<file path="src/rtl/hamming_decoder_7_4_pkg.sv">
// Shared Hamming(7,4) definitions: codeword bit positions, parity-check masks
// and small helpers used by the decoder and its syndrome logic.
package hamming_pkg;

  // Codeword bit index k holds Hamming position k+1.
  localparam int unsigned P1 = 0;
  localparam int unsigned P2 = 1;
  localparam int unsigned D0 = 2;
  localparam int unsigned P4 = 3;
  localparam int unsigned D1 = 4;
  localparam int unsigned D2 = 5;
  localparam int unsigned D3 = 6;

  localparam logic [6:0] MASK_S1 = 7'b1010101;
  localparam logic [6:0] MASK_S2 = 7'b1100110;
  localparam logic [6:0] MASK_S4 = 7'b1111000;

  typedef logic [2:0] syndrome_t;
  typedef logic [3:0] data_t;

  function automatic logic parity7(input logic [6:0] v);
    return ^v;
  endfunction

  function automatic data_t extract_data(input logic [6:0] code);
    return {code[D3], code[D2], code[D1], code[D0]};
  endfunction

endpackage

</file>
<file path="src/rtl/hamming_decoder_7_4_if.sv">
// Codeword-in / data-out streaming bus of the Hamming(7,4) decoder.
// master = upstream source plus downstream sink, slave = decoder.
interface hamming_decoder_7_4_if;
  import hamming_pkg::*;

  logic [6:0] code_in;
  logic       in_valid;
  logic       in_ready;
  logic       correct_en;
  data_t      data_out;
  syndrome_t  err_pos;
  logic       error_detected;
  logic       error_corrected;
  logic       out_valid;
  logic       out_ready;

  modport master (
    output code_in,
    output in_valid,
    output correct_en,
    output out_ready,
    input  in_ready,
    input  data_out,
    input  err_pos,
    input  error_detected,
    input  error_corrected,
    input  out_valid
  );

  modport slave (
    input  code_in,
    input  in_valid,
    input  correct_en,
    input  out_ready,
    output in_ready,
    output data_out,
    output err_pos,
    output error_detected,
    output error_corrected,
    output out_valid
  );

endinterface

</file>
<file path="src/rtl/hamming_decoder_7_4_syndrome.sv">
// Combinational Hamming(7,4) check: syndrome of a codeword and the codeword
// with the indicated position inverted. Shared with the encoder's self-check.
module hamming_syndrome
  import hamming_pkg::*;
(
  input  logic [6:0] code,
  output syndrome_t  syndrome,
  output logic [6:0] corrected
);

  // Syndrome bits and single-bit repair of the addressed position
  always_comb begin
    syndrome  = {parity7(code & MASK_S4), parity7(code & MASK_S2), parity7(code & MASK_S1)};
    corrected = code;
    if (syndrome != 3'd0) begin
      corrected = code ^ (7'b0000001 << (syndrome - 3'd1));
    end else begin
      corrected = code;
    end
  end

endmodule

</file>
<file path="src/rtl/hamming_decoder_7_4.sv">
// Streaming Hamming(7,4) decoder: two-stage valid/ready pipeline with
// single-error correction and a saturating corrected-word counter.
module hamming_decoder_7_4
  import hamming_pkg::*;
#(
  parameter int CNT_W = 8
) (
  input  logic                  clk,
  input  logic                  rst,
  hamming_decoder_7_4_if.slave  bus,
  input  logic                  count_clr,
  output logic [CNT_W-1:0]      err_count
);

  localparam logic [CNT_W-1:0] CNT_MAX = {CNT_W{1'b1}};

  syndrome_t        syn_s;
  logic [6:0]       fixed_s;

  logic             s1_valid_r;
  logic [6:0]       s1_code_r;
  logic [6:0]       s1_fixed_r;
  logic             s1_ce_r;
  syndrome_t        s1_syn_r;

  logic             s2_valid_r;
  data_t            s2_data_r;
  syndrome_t        s2_pos_r;
  logic             s2_det_r;
  logic             s2_cor_r;

  logic [CNT_W-1:0] err_count_r;

  logic             s1_advance_s;
  logic             in_ready_s;
  logic             accept_s;
  logic             s2_load_s;
  data_t            s2_data_s;
  logic             s2_cor_s;

  hamming_syndrome u_syndrome (
    .code      (bus.code_in),
    .syndrome  (syn_s),
    .corrected (fixed_s)
  );

  // Handshake: S1 may hand over when S2 is empty or draining this cycle
  always_comb begin
    s1_advance_s = !s2_valid_r || bus.out_ready;
    in_ready_s   = !s1_valid_r || s1_advance_s;
    accept_s     = bus.in_valid && in_ready_s;
    s2_load_s    = s1_valid_r && s1_advance_s;
    s2_cor_s     = s1_ce_r && (s1_syn_r != 3'd0);
    if (s1_ce_r) begin
      s2_data_s = extract_data(s1_fixed_r);
    end else begin
      s2_data_s = extract_data(s1_code_r);
    end
  end

  // Stage 1: capture codeword, correction enable, syndrome and repaired word
  always_ff @(posedge clk or posedge rst) begin
    if (rst) begin
      s1_valid_r <= 1'b0;
      s1_code_r  <= 7'd0;
      s1_fixed_r <= 7'd0;
      s1_ce_r    <= 1'b0;
      s1_syn_r   <= 3'd0;
    end else if (accept_s) begin
      s1_valid_r <= 1'b1;
      s1_code_r  <= bus.code_in;
      s1_fixed_r <= fixed_s;
      s1_ce_r    <= bus.correct_en;
      s1_syn_r   <= syn_s;
    end else if (s1_advance_s) begin
      s1_valid_r <= 1'b0;
    end else begin
      s1_valid_r <= s1_valid_r;
    end
  end

  // Stage 2: output register, held stable while downstream stalls
  always_ff @(posedge clk or posedge rst) begin
    if (rst) begin
      s2_valid_r <= 1'b0;
      s2_data_r  <= 4'd0;
      s2_pos_r   <= 3'd0;
      s2_det_r   <= 1'b0;
      s2_cor_r   <= 1'b0;
    end else if (s1_advance_s) begin
      s2_valid_r <= s1_valid_r;
      if (s1_valid_r) begin
        s2_data_r <= s2_data_s;
        s2_pos_r  <= s1_syn_r;
        s2_det_r  <= (s1_syn_r != 3'd0);
        s2_cor_r  <= s2_cor_s;
      end else begin
        s2_data_r <= s2_data_r;
        s2_pos_r  <= s2_pos_r;
        s2_det_r  <= s2_det_r;
        s2_cor_r  <= s2_cor_r;
      end
    end else begin
      s2_valid_r <= s2_valid_r;
    end
  end

  // Corrected-word counter; clear beats a same-cycle increment
  always_ff @(posedge clk or posedge rst) begin
    if (rst) begin
      err_count_r <= '0;
    end else if (count_clr) begin
      err_count_r <= '0;
    end else if (s2_load_s && s2_cor_s && (err_count_r != CNT_MAX)) begin
      err_count_r <= err_count_r + CNT_W'(1);
    end else begin
      err_count_r <= err_count_r;
    end
  end

  // Drive the bus from the stage registers
  always_comb begin
    bus.in_ready        = in_ready_s;
    bus.out_valid       = s2_valid_r;
    bus.data_out        = s2_data_r;
    bus.err_pos         = s2_pos_r;
    bus.error_detected  = s2_det_r;
    bus.error_corrected = s2_cor_r;
    err_count           = err_count_r;
  end

endmodule

</file>
<file path="src/flat_wrapper.sv">
// flat-port wrapper written by rule: the top's interface ports become plain ports
module hamming_decoder_7_4_flat import hamming_pkg::*;
#(
  parameter int CNT_W = 8
)
  (clk, rst, count_clr, err_count, bus_code_in, bus_in_valid, bus_correct_en, bus_out_ready, bus_in_ready, bus_data_out, bus_err_pos, bus_error_detected, bus_error_corrected, bus_out_valid);
  hamming_decoder_7_4_if bus_i ();
  input  logic clk;
  input  logic rst;
  input  logic count_clr;
  output logic [CNT_W-1:0] err_count;
  input wire logic [$bits(bus_i.code_in)-1:0] bus_code_in;
  input wire logic [$bits(bus_i.in_valid)-1:0] bus_in_valid;
  input wire logic [$bits(bus_i.correct_en)-1:0] bus_correct_en;
  input wire logic [$bits(bus_i.out_ready)-1:0] bus_out_ready;
  output wire logic [$bits(bus_i.in_ready)-1:0] bus_in_ready;
  output wire logic [$bits(bus_i.data_out)-1:0] bus_data_out;
  output wire logic [$bits(bus_i.err_pos)-1:0] bus_err_pos;
  output wire logic [$bits(bus_i.error_detected)-1:0] bus_error_detected;
  output wire logic [$bits(bus_i.error_corrected)-1:0] bus_error_corrected;
  output wire logic [$bits(bus_i.out_valid)-1:0] bus_out_valid;
  assign bus_i.code_in = bus_code_in;
  assign bus_i.in_valid = bus_in_valid;
  assign bus_i.correct_en = bus_correct_en;
  assign bus_i.out_ready = bus_out_ready;
  assign bus_in_ready = bus_i.in_ready;
  assign bus_data_out = bus_i.data_out;
  assign bus_err_pos = bus_i.err_pos;
  assign bus_error_detected = bus_i.error_detected;
  assign bus_error_corrected = bus_i.error_corrected;
  assign bus_out_valid = bus_i.out_valid;
  hamming_decoder_7_4 #(.CNT_W(CNT_W)) u_core (.clk(clk), .rst(rst), .bus(bus_i), .count_clr(count_clr), .err_count(err_count));
endmodule
</file>
<file path="config.mk">
export PLATFORM = sky130hd
export DESIGN_NAME = hamming_decoder_7_4_flat
export DESIGN_NICKNAME = d
export VERILOG_FILES = /design/src/rtl/hamming_decoder_7_4_pkg.sv /design/src/rtl/hamming_decoder_7_4_if.sv /design/src/rtl/hamming_decoder_7_4_syndrome.sv /design/src/rtl/hamming_decoder_7_4.sv /design/src/flat_wrapper.sv
export SDC_FILE = /design/constraint.sdc
export NUM_CORES = 1
export LEC_CHECK = 0
export CORE_UTILIZATION = 28
export CTS_BUF_LIST = sky130_fd_sc_hd__clkbuf_4 sky130_fd_sc_hd__clkbuf_8 sky130_fd_sc_hd__clkbuf_16
export CTS_CLUSTER_SIZE = 16
export DETAILED_ROUTE_END_ITERATION = 7
export PLACE_DENSITY = 0.57
export SYNTH_ARGS = -nofsm -noshare
export SYNTH_HDL_FRONTEND = slang
export SYNTH_SLANG_ARGS = --single-unit
</file>
<file path="constraint.sdc">
create_clock -name clk -period 3.8 [get_ports clk]
set_clock_uncertainty 0.05 [all_clocks]
set_input_delay 0.57 -clock clk [delete_from_list [all_inputs] [get_ports clk]]
set_output_delay 0.57 -clock clk [all_outputs]
set_load 0.02 [all_outputs]
</file>
==> results of run 1 <==
## power by group through the flow
stage	Sequential, mW	Clock, mW	Combinational (mW)
floorplan	0.453	0	0.137
global placement	0.426	0	0.265
detailed placement	0.427	0	0.268
CTS	0.421	0.302	0.268
global route	0.428	0.316	0.291
finish	0.420	0.291	0.265
## logic make-up after synthesis
| group | synth area share [%] |
|---|---|
| buffers and inverters | 3.80 |
| xor gates and xnor gates | 7.08 |
| adders and majority gates | 1.49 |
| muxes | 5.74 |
| and+or+nand+nor | 26.2 |
| DFF | 46.2 |
| AOI/OAI and AO/OA | 9.54 |
## stage by stage
| step | setup slack, ns | hold WS (ns) |
|---|---|---|
| final | 0.680 | 0.428 |
| after detailed placement | 0.411 | 0.413 |
| after global placement | 0.478 | 0.408 |
| after floorplan | 1.03 | 0.395 |
| after global routing | 0.546 | 0.464 |
| after CTS | 0.711 | 0.429 |
## how the worst min path moves through the flow
| stage | startpoint | endpoint | depth (start not counted) |
|---|---|---|---|
| detailed placement | u_core.s1_code_r[4] | u_core.s1_code_r[4] | 2 |
| global placement | u_core.s1_code_r[5] | u_core.s1_code_r[5] | 2 |
| finish | u_core.s1_code_r[2] | u_core.s1_code_r[2] | 2 |
| global route | u_core.s1_code_r[4] | u_core.s1_code_r[4] | 2 |
| CTS | u_core.s1_code_r[2] | u_core.s1_code_r[2] | 2 |
| floorplan | u_core.s1_code_r[2] | u_core.s1_code_r[2] | 2 |
## layout by cell type, fill, tap and decap left out, types with 3 or more instances in the layout
cell	Yosys	layout
xnor2_1	6	6
nand4_1	12	12
mux2i_1	4	4
mux2_2	5	5
nor2_1	5	5
dfrtp_1	31	31
a211o_1	3	3
or4_1	4	4
o21ai_0	9	9
nand3_1	11	11
nand2_1	32	32
clkbuf_8	1	7
a21oi_1	7	7
nor3_1	4	4
clkdlybuf4s50_1	0	31
## flip-flops by register name, indices dropped and copies added (netlist names)
signal	flops
u_core.err_count	8
u_core.bus.data_out	4
u_core.s1_code_r	4
u_core.s1_fixed_r	4
u_core.bus.err_pos	3
u_core.s1_syn_r	3
u_core.bus.error_corrected	1
u_core.bus.error_detected	1
u_core.bus.out_valid	1
u_core.s1_ce_r	1
u_core.s1_valid_r	1
## area by class of cell
type	count	area (sq um)	share of cell area (%)
tap	72	90.1	4.23
sequential	31	776	36.4
inverter	1	3.75	0.176
timing repair buffer	32	318	14.9
multi-input combinational	131	840	39.4
clock buffer	7	96.3	4.52
clock inverter	1	7.51	0.352
## worst max-delay path: cells and delay by family
kind            cells  cell delay (ns)
xor+xnor            1             0.40
simple gates        4             1.00
compound gates      2             0.32
buf+inv             1             0.62
fa+ha+maj           1             0.29
## layer usage
metal | GRT usage [%] | share of wire (%)
met2 | 19.9 | 47
met5 | 0 | 0
met3 | 3.89 | 6.2
met1 | 15.1 | 45
met4 | 6.00 | 2.0
==> results.md, run 1 <==
* Fill cells at around 570
* Flop pwr share at between 40% and 50%
* Fraction of registers with async set/reset at between 90% and 100%
* Post-route cell area at 2130 sq um
* Die ar. at 6310 sq um
* Cells after synthesis at roughly 170
* FF-to-FF Start: u_core.err_count[0]
* Synth Flop Type: dfrtp_1
* Crit path cell chain: clkdlybuf4s50_1, xor2_1, nor2_1, a21o_1, ha_1, or2_2, or4_1, nand4_1, o311ai_0
* Hold buffer count at CTS at 0
* Gr ovfl total at 0
* Worst min path class: reg -> reg
* Die height at 79.4 um
* Initial antenna violation count at 0
* Fin crit share at 82.1%
* Routed Antenna Nets at 0
* Clock power frac at ~30%
* Minimum clock period after layout at roughly 3.1 ns
* Final setup viols at 0
* Fin util at 37.8%
* Synthesized flop and latch total at 31
* Setup crit end kind: register
* Dpl cell area at 2030 sq um
* Row cnt at 27
* Placed instance count at 267
* Post-CTS Resized at 0
* Core area at 5640 sq um
* Critical Path End: u_core.s1_fixed_r[5]
* Syn avg cell area at 9.76 sq um
* Final RePlAce weighted congestion at 0.890
* Pint at 675 uW
* Die W at between 70 and 80 um
* Slew HR at 62.3%
* Fmax at 321 MHz
* Synth area leaders: dfrtp_1 (46%), nand2_1 (7.2%), nand4_1 (4.5%)
* Detailed-route DRC error count at 0
* Pwr per Cell Area at 458 nW/um^2
* Largest net degree at the start of global routing at 32
* Crit path DAT at 3.20 ns
* Post-synth top cells: nand2_1 (32), dfrtp_1 (31), nand4_1 (12), nand3_1 (11), o21ai_0 (9)
* Mapped Nets at 187
* Number of synthesized flops with an enable pin at 0
* First-pass GRT wire length at between 5000 and 6000 um
* Top-area cell type share of the netlist area at 46.2%
* Leakage at about 0.86 nW
* Slowest CP cell: clkdlybuf4s50_1
* Critical path class: in -> reg
* Initial DRT Pass Iterations at 4
* Area leader, netlist: dfrtp_1
* Post-DP HPWL at 2430 um
* Nets at 217
* Setup Fix Bufs, Post-CTS at 0
* Antenna Diode Count at 0
* I/O pin cnt at 32
* Max Cap Viol at 0
* RSZ-0062 raised after global routing: false
* Crit path launch type: input pin
* Initial Util at 29.8%
* CTS Sinks at 31
* Setup TNS at 0 ns
* Count leader, synth: nand2_1
* CTS H-tree depth at 2
* Crit path from: bus_code_in[4]
* GR Util All Layers at 12.5%
* Status: complete, no violations
* Layout cell share with drive strength beyond 1 at 11.8%
* Clock tree root buffer cell: clkbuf_8
* CTS buffer count at 5
* IO buf count at 31
* Post-synthesis sequential area ratio at a little under half
* Reg2Reg Setup Slack at between 2 and 2.5 ns
* Wirelength per Cell at 12.5 um
* Maximum VDD drop at around 140 uV
* Worst-Margin Slew at 0.565 ns
* Initial DRC count at 81
* Share of total power in combinational logic at 27.1%
* R2R depth at 5
* Clk buf depth at 2
* Sw frac at 30.8%
* YS warnings at 0
* Detailed Route WL at 3430 um
* FF-to-FF End: u_core.err_count[2]
* CTS clk-pin slew, worst paths at 0.06 ns
* Area Growth Syn to Fin at 26.9%
* CTS tree: built
* CP Data Required Time at around 3.9 ns
* Total power at 976 uW
* Switch Pwr at around 300 uW
* Crit path max fanout at 6
* Post-route insts no fill at 275
* Post-Syn Area at 1680 sq um
* Synth cell types at 43
* Critical Path Max Stage Delay at 0.62 ns
* Slew Viols, Final at 0
* Vias in the first global route at 1285
* Total number of vias at 1381
* Final Hold Vio Count at 0
* Vias per cell at 5.02
* Worst-Skew Late Latency at 0.29 ns
(Power assumes the default switching activity.)
==> run 2: changes to the inputs <==
--- a/config.mk
+++ b/config.mk
@@ -9,7 +9,7 @@
 export CTS_BUF_LIST = sky130_fd_sc_hd__clkbuf_4 sky130_fd_sc_hd__clkbuf_8 sky130_fd_sc_hd__clkbuf_16
 export CTS_CLUSTER_SIZE = 16
 export DETAILED_ROUTE_END_ITERATION = 7
-export PLACE_DENSITY = 0.57
+export PLACE_DENSITY = 0.59
 export SYNTH_ARGS = -nofsm -noshare
 export SYNTH_HDL_FRONTEND = slang
 export SYNTH_SLANG_ARGS = --single-unit
==> constraint.sdc (replaced) <==
create_clock -name clk -period 2.6 [get_ports clk]
set_clock_uncertainty 0.05 [all_clocks]
set_input_delay 0.39 -clock clk [delete_from_list [all_inputs] [get_ports clk]]
set_output_delay 0.39 -clock clk [all_outputs]
set_load 0.02 [all_outputs]
==> results.md, run 2 (synthesized netlist as in run 1, its figures left out) <==
* FF-to-FF Start: u_core.err_count[0]
* Reg2Reg Setup Slack at 0.82 ns (-1.22 ns)
* GR Util All Layers at 13.0% (+0.51 points)
* CTS Sinks at 31 (unchanged)
* Fill cells at 550 (-2.7%)
* Footprint of the multi-input gates at 847 sq um (+0.89%)
* Initial Util at 29.8% (unchanged)
* Total power at 1.52 mW (+56%)
* Setup crit end kind: register
* Gr ovfl total at 0 (unchanged)
* R2R depth at 5 (unchanged)
* Initial DRC count at 31 (-62%)
* Die W at 79.4 um (unchanged)
* Minimum clock period after layout at 2.40 ns
* Most frequent cells in the layout: nand2_1 (32), dfrtp_1 (31), clkdlybuf4s50_1 (25)
* Slowest CP cell: or4_1
* Initial DRT Pass Iterations at 4 (unchanged)
* Vias in the first global route at 1389 (+8.1%)
* Post-DP HPWL at 2580 um (+6.0%)
* RSZ-0062 raised after global routing: false
* Crit path DAT at 2.48 ns (-0.72 ns)
* Crit path launch type: input pin
* FF-to-FF End: u_core.err_count[2]
* Layout cell share with drive strength beyond 1 at 20.5% (+8.7 points)
* Initial antenna violation count at 0 (unchanged)
* Clock tree root buffer cell: clkbuf_8
* Most common cell after layout, fill and taps aside: nand2_1
* CP Data Required Time at 2.68 ns (-1.20 ns)
* Slew HR at 62.5% (+0.24 points)
* Worst min path class: in -> async
* Die ar. at 6310 sq um (unchanged)
* CTS clk-pin slew, worst paths at 0.07 ns (about the same)
* Sequential cell area at 776 sq um (unchanged)
* CTS tree: built
* Area Growth Syn to Fin at 37.7%
* Max reg flops at 8 (unchanged)
* Routed Antenna Nets at 0 (unchanged)
* Max Cap Viol at 0 (unchanged)
* Final setup viols at 0 (unchanged)
* CTS H-tree depth at 2 (unchanged)
* Status: complete, no violations
* Total number of vias at 1452 (+5.1%)
* Vias per cell at 4.91 (-2.3%)
* Worst-Margin Slew at 0.561 ns (-0.00362 ns)
* Top Family by Delay on Critical Path: simple AND/OR/NAND/NOR gates
* Critical path class: in -> reg
* Fmax at 417 MHz
* Crit path cell chain: dlygate4sd2_1, xor2_2, nor2_1, a21o_1, ha_1, or2_2, or4_1, nand4_1, o311ai_0
* Pre-CTS setup slack at -0.367 ns (-0.778 ns)
* Crit path max fanout at 4 (-2)
* Clk buf depth at 2 (unchanged)
* Fin crit share at between 90 and 100%
* Final Hold Vio Count at 0 (unchanged)
* Core area at 5640 sq um (unchanged)
* Largest net degree at the start of global routing at 32 (unchanged)
* Slew Viols, Final at 0 (unchanged)
* Row cnt at 27 (unchanged)
* Buf/Inv on CP at 1 (unchanged)
* Hold buffer count at CTS at 0 (unchanged)
* Critical Path Max Stage Delay at 0.51 ns (-0.11 ns)
* I/O pin cnt at 32 (unchanged)
* Final RePlAce weighted congestion at 0.864 (-2.9%)
* Pwr per Cell Area at 657 nW/um^2 (+43%)
* Post-route setup slack at 0.200 ns (-0.480 ns)
* Antenna Diode Count at 0 (unchanged)
* Detailed-route DRC error count at 0 (unchanged)
* IO buf count at 31 (unchanged)
* First-pass GRT wire length at 6390 um (+6.9%)
* Maximum VDD drop at 191 uV (+33%)
* Detailed Route WL at 3640 um (+6.1%)
* CTS buffer count at 5 (unchanged)
* Die height at 79.4 um (unchanged)
* Nets at 238 (+9.7%)
* Worst-Skew Late Latency at 0.28 ns (about the same)
* Wirelength per Cell at 12.3 um (-1.4%)
* Leakage at 1.02 nW (+18%)
run 2: worst max path at each step:
stage	start	endpoint	slack, ns	depth (start not counted)
finish	bus_code_in[6]	u_core.s1_fixed_r[5]	0.20	9
global route	bus_code_in[3]	u_core.s1_fixed_r[5]	0.08	8
CTS	bus_code_in[5]	u_core.s1_fixed_r[5]	0.005	9
detailed placement	bus_code_in[6]	u_core.s1_fixed_r[5]	-0.37	9
global placement	bus_code_in[6]	u_core.s1_fixed_r[5]	-0.34	9
floorplan	bus_code_in[4]	u_core.s1_fixed_r[5]	0.008	9
run 2: cell type report:
cell class | instances | share of cell area (%)
Timing Repair Buffer | 53 | 20.9
Clock inverter | 3 | 1.89
Clock buffer | 5 | 2.98
Inverter | 1 | 0.162
Multi-Input combinational cell | 131 | 36.6
Tap cell | 72 | 3.90
Sequential cell | 31 | 33.5
run 2: repair_timing:
item                                    4_1_cts  5_1_grt
resized for setup                             3        4
pin swaps                                     0        3
setup buffers                                 0        3
endpoints found under the setup margin        1        3
gates cloned                                  0        0
run 2: tightest hold or removal path, cell delays in order:
cell,delay [ns]
clkdlybuf4s50_1,0.40
inv_1,0.05
buf_4,0.35
run 2: metrics by stage:
| stage | cell area, sq um | util [%] | TNS [ns] | hold slack [ns] | cells |
|---|---|---|---|---|---|
| 4_1_cts | 2280 | 40.4 | 0 | 0.430 | 293 |
| 3_5_place_dp | 2160 | 38.3 | -0.757 | 0.412 | 285 |
| 3_3_place_gp | 2160 | 38.3 | -0.636 | 0.409 | 285 |
| 5_1_grt | 2310 | 41.0 | 0 | 0.466 | 296 |
| 6_report | 2310 | 41.0 | 0 | 0.429 | 296 |
| 2_1_floorplan | 1680 | - | 0 | 0.395 | 172 |
run 2: report_power, final:
part / leakage, nW / internal (mW) / total, mW / switching, mW
clock network: 0.0581 / 0.285 / 0.474 / 0.189
registers: 0.390 / 0.561 / 0.613 / 0.0522
logic: 0.567 / 0.223 / 0.433 / 0.210
run 2: per-layer routing:
| metal | wire length [um] | track usage, % | vias up |
|---|---|---|---|
| met5 | 0 | 0 | - |
| met4 | 49 | 6.55 | 0 |
| met3 | 201 | 3.09 | 4 |
| met2 | 1740 | 20.9 | 42 |
| met1 | 1650 | 16.1 | 684 |
| li1 | - | - | 722 |
==> run 3: changes to the inputs <==
--- a/config.mk
+++ b/config.mk
@@ -5,6 +5,7 @@
 export SDC_FILE = /design/constraint.sdc
 export NUM_CORES = 1
 export LEC_CHECK = 0
+export CORE_MARGIN = 2
 export CORE_UTILIZATION = 28
 export CTS_BUF_LIST = sky130_fd_sc_hd__clkbuf_4 sky130_fd_sc_hd__clkbuf_8 sky130_fd_sc_hd__clkbuf_16
 export CTS_CLUSTER_SIZE = 16
==> results.md, run 3 (synthesized netlist as in run 1, its figures left out) <==
* Slew Viols, Final at 0 (unchanged)
* Fin crit share at 92.6% (+0.28 points)
* Reg2Reg Setup Slack at 0.87 ns (+0.05 ns)
* Post-DP HPWL at 2530 um (-1.8%)
* Vias in the first global route at 1383 (-0.43%)
* GR Util All Layers at 12.2% (-0.79 points)
* Placed instance count at 287 (+0.70%)
* Total power at 1.42 mW (-6.3%)
* Sequential cell area at 776 sq um (unchanged)
* Max Cap Viol at 0 (unchanged)
* Row cnt at 28 (+3.7%)
* Minimum clock period after layout at 2.41 ns (+0.00723 ns)
* Core area at 5850 sq um (+3.7%)
* Die ar. at 6630 sq um (+5.1%)
* Nets at 236 (-0.84%)
* Vias per cell at 4.79 (-2.3%)
* Clock tree root buffer cell: clkbuf_8
* Clk buf depth at 2 (unchanged)
* Final Hold Vio Count at 0 (unchanged)
* Worst min path class: reg -> reg
* Die W at 81.4 um (+2.5%)
* CTS Sinks at 31 (unchanged)
* CTS buffer count at 5 (unchanged)
* Fill cells at 606 (+10%)
* Hold buffer count at CTS at 0 (unchanged)
* First-pass GRT wire length at 6270 um (-1.9%)
* Slew HR at 63.6% (+1.1 points)
* CTS tree: built
* CP Data Required Time at 2.68 ns (about the same)
* Gr ovfl total at 0 (unchanged)
* Initial Util at 28.7% (-1.1 points)
* Initial DRC count at 74 (+140%)
* Most common cell after layout, fill and taps aside: nand2_1
* CTS H-tree depth at 2 (unchanged)
* I/O pin cnt at 32 (unchanged)
* Die height at 81.4 um (+2.5%)
* Crit path DAT at 2.48 ns (about the same)
* Initial antenna violation count at 0 (unchanged)
* Leakage at 0.996 nW (-1.9%)
* Footprint of the multi-input gates at 858 sq um (+1.3%)
* Most frequent cells in the layout: nand2_1 (32), dfrtp_1 (31), clkdlybuf4s50_1 (25)
* Setup TNS at 0 ns (unchanged)
* Detailed Route WL at 3490 um (-4.2%)
* Setup crit end kind: register
* Pwr per Cell Area at 620 nW/um^2 (-5.6%)
* CTS clk-pin slew, worst paths at 0.06 ns (about the same)
* RSZ-0062 raised after global routing: false
* Layout cell share with drive strength beyond 1 at 19.8% (-0.72 points)
* Worst-Margin Slew at 0.544 ns (-0.0167 ns)
* Critical path class: in -> reg
* Crit path launch type: input pin
* Status: complete, no violations
* Routed Antenna Nets at 0 (unchanged)
* Maximum VDD drop at 176 uV (-8.1%)
* Final RePlAce weighted congestion at 0.807 (-6.6%)
* Fmax at 415 MHz (-0.30%)
* Max reg flops at 8 (unchanged)
* Final setup viols at 0 (unchanged)
* Detailed-route DRC error count at 0 (unchanged)
* Wirelength per Cell at 11.7 um (-4.5%)
* Antenna Diode Count at 0 (unchanged)
* Worst-Skew Late Latency at 0.28 ns (about the same)
* Crit path max fanout at 4 (unchanged)
* Fin util at 39.2% (-1.7 points)
* Post-route insts no fill at 297 (+0.34%)
* Largest net degree at the start of global routing at 32 (unchanged)
* IO buf count at 31 (unchanged)
* Total number of vias at 1424 (-1.9%)
* Initial DRT Pass Iterations at 4 (unchanged)
* Area Growth Syn to Fin at 36.7%
==> run 3: worst paths after layout <==
check,to,startpoint,cells past startpoint
worst max-delay path,u_core.s1_fixed_r[5],bus_code_in[6],9
worst min-delay path,u_core.s1_code_r[2],u_core.s1_code_r[2],2
worst max register to register,u_core.err_count[2],u_core.err_count[0],5
worst min register to register,u_core.s1_code_r[2],u_core.s1_code_r[2],2
max in group asynchronous,u_core.s1_code_r[2],rst,3
min in group asynchronous,u_core.err_count[6],rst,3
==> run 3: final cells by class <==
class / count / area share [%]
multi-input cells: 131 / 37.4
flip-flops and latches: 31 / 33.8
repair buffers: 51 / 20.7
well taps: 75 / 4.09
clock buffers: 6 / 3.32
clock inverters: 2 / 0.545
inverters: 1 / 0.163
==> run 3: layer usage <==
metal | wire length (um) | track usage [%] | vias to the layer above
li1 | - | - | 720
met1 | 1590 | 15.4 | 672
met2 | 1700 | 19.8 | 28
met3 | 151 | 3.63 | 4
met4 | 47 | 4.24 | 0
met5 | 0 | 0 | -
==> run 3: metrics by stage <==
step	hold WS (ns)	setup slack, ns	cell area, sq um
final	0.422	0.193	2300
after global routing	0.452	0.0691	2300
after CTS	0.429	0.00514	2260
after detailed placement	0.413	-0.382	2160
after global placement	0.407	-0.334	2160
after floorplan	0.395	0.00841	1680
==> run 3: where the power goes <==
group | switching [mW] | total, mW | internal, mW | leakage [nW]
Clock | 0.178 | 0.375 | 0.197 | 0.0446
Combinational | 0.209 | 0.434 | 0.225 | 0.561
Sequential | 0.0539 | 0.615 | 0.561 | 0.390
Total | 0.441 | 1.42 | 0.983 | 0.996
==> run 3: timing repair <==
item	CTS	global route
pin swaps	2	2
hold endpoints to repair	0	0
setup endpoints to repair	1	3
gates resized for setup	3	7
setup buffers	1	1
==> run 3: critical path: stages <==
cell	delay, ns
dlygate4sd2_1	0.34
xor2_2	0.18
nor2_1	0.08
a21o_1	0.18
ha_1	0.29
or2_2	0.30
or4_1	0.50
nand4_1	0.10
o311ai_0	0.12
==> RTL edit, RTL diff (flow settings as in run 3) <==
`CNT_W` is set to 8 in 2 places; all go to 7.
--- a/src/rtl/hamming_decoder_7_4.sv
+++ b/src/rtl/hamming_decoder_7_4.sv
@@ -3,7 +3,7 @@
 module hamming_decoder_7_4
   import hamming_pkg::*;
 #(
-  parameter int CNT_W = 8
+  parameter int CNT_W = 7
 ) (
   input  logic                  clk,
   input  logic                  rst,
--- a/src/flat_wrapper.sv
+++ b/src/flat_wrapper.sv
@@ -1,7 +1,7 @@
 // flat-port wrapper written by rule: the top's interface ports become plain ports
 module hamming_decoder_7_4_flat import hamming_pkg::*;
 #(
-  parameter int CNT_W = 8
+  parameter int CNT_W = 7
 )
   (clk, rst, count_clr, err_count, bus_code_in, bus_in_valid, bus_correct_en, bus_out_ready, bus_in_ready, bus_data_out, bus_err_pos, bus_error_detected, bus_error_corrected, bus_out_valid);
   hamming_decoder_7_4_if bus_i ();
Ports: changed (resized err_count); port bits go from 32 to 31. The function was not compared with the original's and may differ.
==> RTL edit against run 3 <==
- sequential cell count is 1 lower
- fmax down 2.7%
- power decreased by 5.1%
- area after synthesis shrank 8.6%
- combinational power fell by 5.1%
- final area decreased by 9.5%
- setup slack got worse by 0.067 ns
- routed wire length decreased by 11%
- critical endpoint is now u_core.s1_fixed_r[6]$_DFFE_PP0P_
==> RTL edit: results (changes against run 3) <==
## Place
- **Detailed Place HPWL** 2360 um, -7.0%
- **post-place setup slack** -0.227 ns, +0.155 ns
- **global placer's final weighted congestion** 0.824, +2.1%
- **number of buffer cells added on primary ports** 30, -3.2%
- **# placed instances** 255, -11%

## Synthesis
- **Post-Syn Area per Cell** 10.2 um^2, +4.8%
- **xor/xnor share of the synthesized area** 0.0620, -0.00880
- **post-synthesis compound-gate area fraction** 0.100, +0.00495
- **Synth top cells by count** 30 x dfrtp_1, 17 x nand2_1, 11 x o21ai_0
- **top cell type's share of synthesized area** 0.489, +0.0274
- **multiplexer area fraction after synthesis** 0.0775, +0.0201
- **share of the yosys chip area belonging to registers** 0.489, +0.0274
- **arithmetic-cell share of the synthesized area counting full adders, half adders and majority gates** 0.0163, +0.00141
- **number of distinct library cells after synthesis** 35, -19%
- **syn nets** 165, -12%

## Power
- **leakage power summed over all cells** 0.881 nW, -12%
- **VDD IR-drop max** 0.174 mV, -0.63%

## Worst setup path
- **termination of the worst setup path** u_core.s1_fixed_r[6]$_DFFE_PP0P_
- **setup slack, reg-to-reg** 0.71 ns, -0.16 ns
- **worst setup path startpoint** bus_code_in[4]
- **capturing point of the worst reg2reg path** u_core.err_count[1]$_DFFE_PP0P_
- **Max Fanout on Critical Path** 7, +3

## Min path
- **hold path endpoint** u_core.bus.error_corrected$_DFFE_PP0P_
- **HP Start** u_core.bus.error_corrected$_DFFE_PP0P_

## Layout
- **number of fill cells** 548, -9.6%
- **Total Nets Final** 207, -12%
- **area used by sequential logic in the layout** 751 um^2, -3.2%
- **number of flip-flops in the largest register** 7, -1
- **share of final-layout standard cells stronger than drive strength 1** 0.151, -0.0472

## Drt
- **DRT iter0 DRCs** 67, -9.5%
- **vias per cell** 4.81, +0.30%
- **number of vias in the routed layout** 1260, -12%
- **final wirelength** 3110 um, -11%

## Timing
- **slew at the pin with the worst max-slew slack** 0.734 ns, +0.190 ns
- **final critical-path share of the clock period** 0.951, +0.0257

## Global route
- **antenna violations before repair** 0, unchanged
- **wire length of the first global-routing pass** 5790 um, -7.6%
- **Total GRT Usage** 0.118, -0.00366
- **maximum number of pins on one net before global-route repair** 31, -3.1%

## Status
- **outcome** finished, final reports clean

## Clock network
- **count of buffers added by post-CTS timing repair for setup** 0, -1
- **number of buffers inserted during clock tree synthesis** 5, unchanged
- **post-cts repair resize count** 0, -3

## RTL edit: final cells by class
type	count	share of cell area
Clock buffer	5	0.0331
Multi-Input combinational cell	111	0.366
Inverter	3	0.00542
Timing Repair Buffer	41	0.187
Clock inverter	2	0.00482
Sequential cell	30	0.361
Tap cell	70	0.0422
## RTL edit: per-layer routing
| metal | GRT usage | part of all wire | routed length [um] | vias to the layer above |
|---|---|---|---|---|
| li1 | - | - | - | 631 |
| met5 | 0 | 0 | 0 | - |
| met1 | 0.145 | 0.45 | 1390 | 581 |
| met4 | 0.0491 | 0.018 | 56 | 0 |
| met2 | 0.192 | 0.47 | 1470 | 41 |
| met3 | 0.0379 | 0.063 | 196 | 7 |
## RTL edit: metrics by stage
step                      cell area [um^2]  hold slack [ns]  setup TNS [ns]
after detailed placement              1980            0.426          -0.805
after global placement                1980            0.410          -0.694
after CTS                             2060            0.440               0
after floorplan                       1530            0.399               0
after global routing                  2080            0.460               0
final                                 2080            0.430               0
## RTL edit: worst max-delay path, cell delays in order
cell and delay, ns:
clkdlybuf4s50_1 0.46, buf_4 0.18, xnor2_1 0.17, xnor2_1 0.17, ha_1 0.28, or2_2 0.36, or4_1 0.54, nand3_1 0.10
## RTL edit: where the power goes
part           internal [W]  total [W]  switching [W]
Clock              0.000179   0.000337       0.000158
Combinational      0.000210   0.000412       0.000202
Sequential         0.000550   0.000602      0.0000519
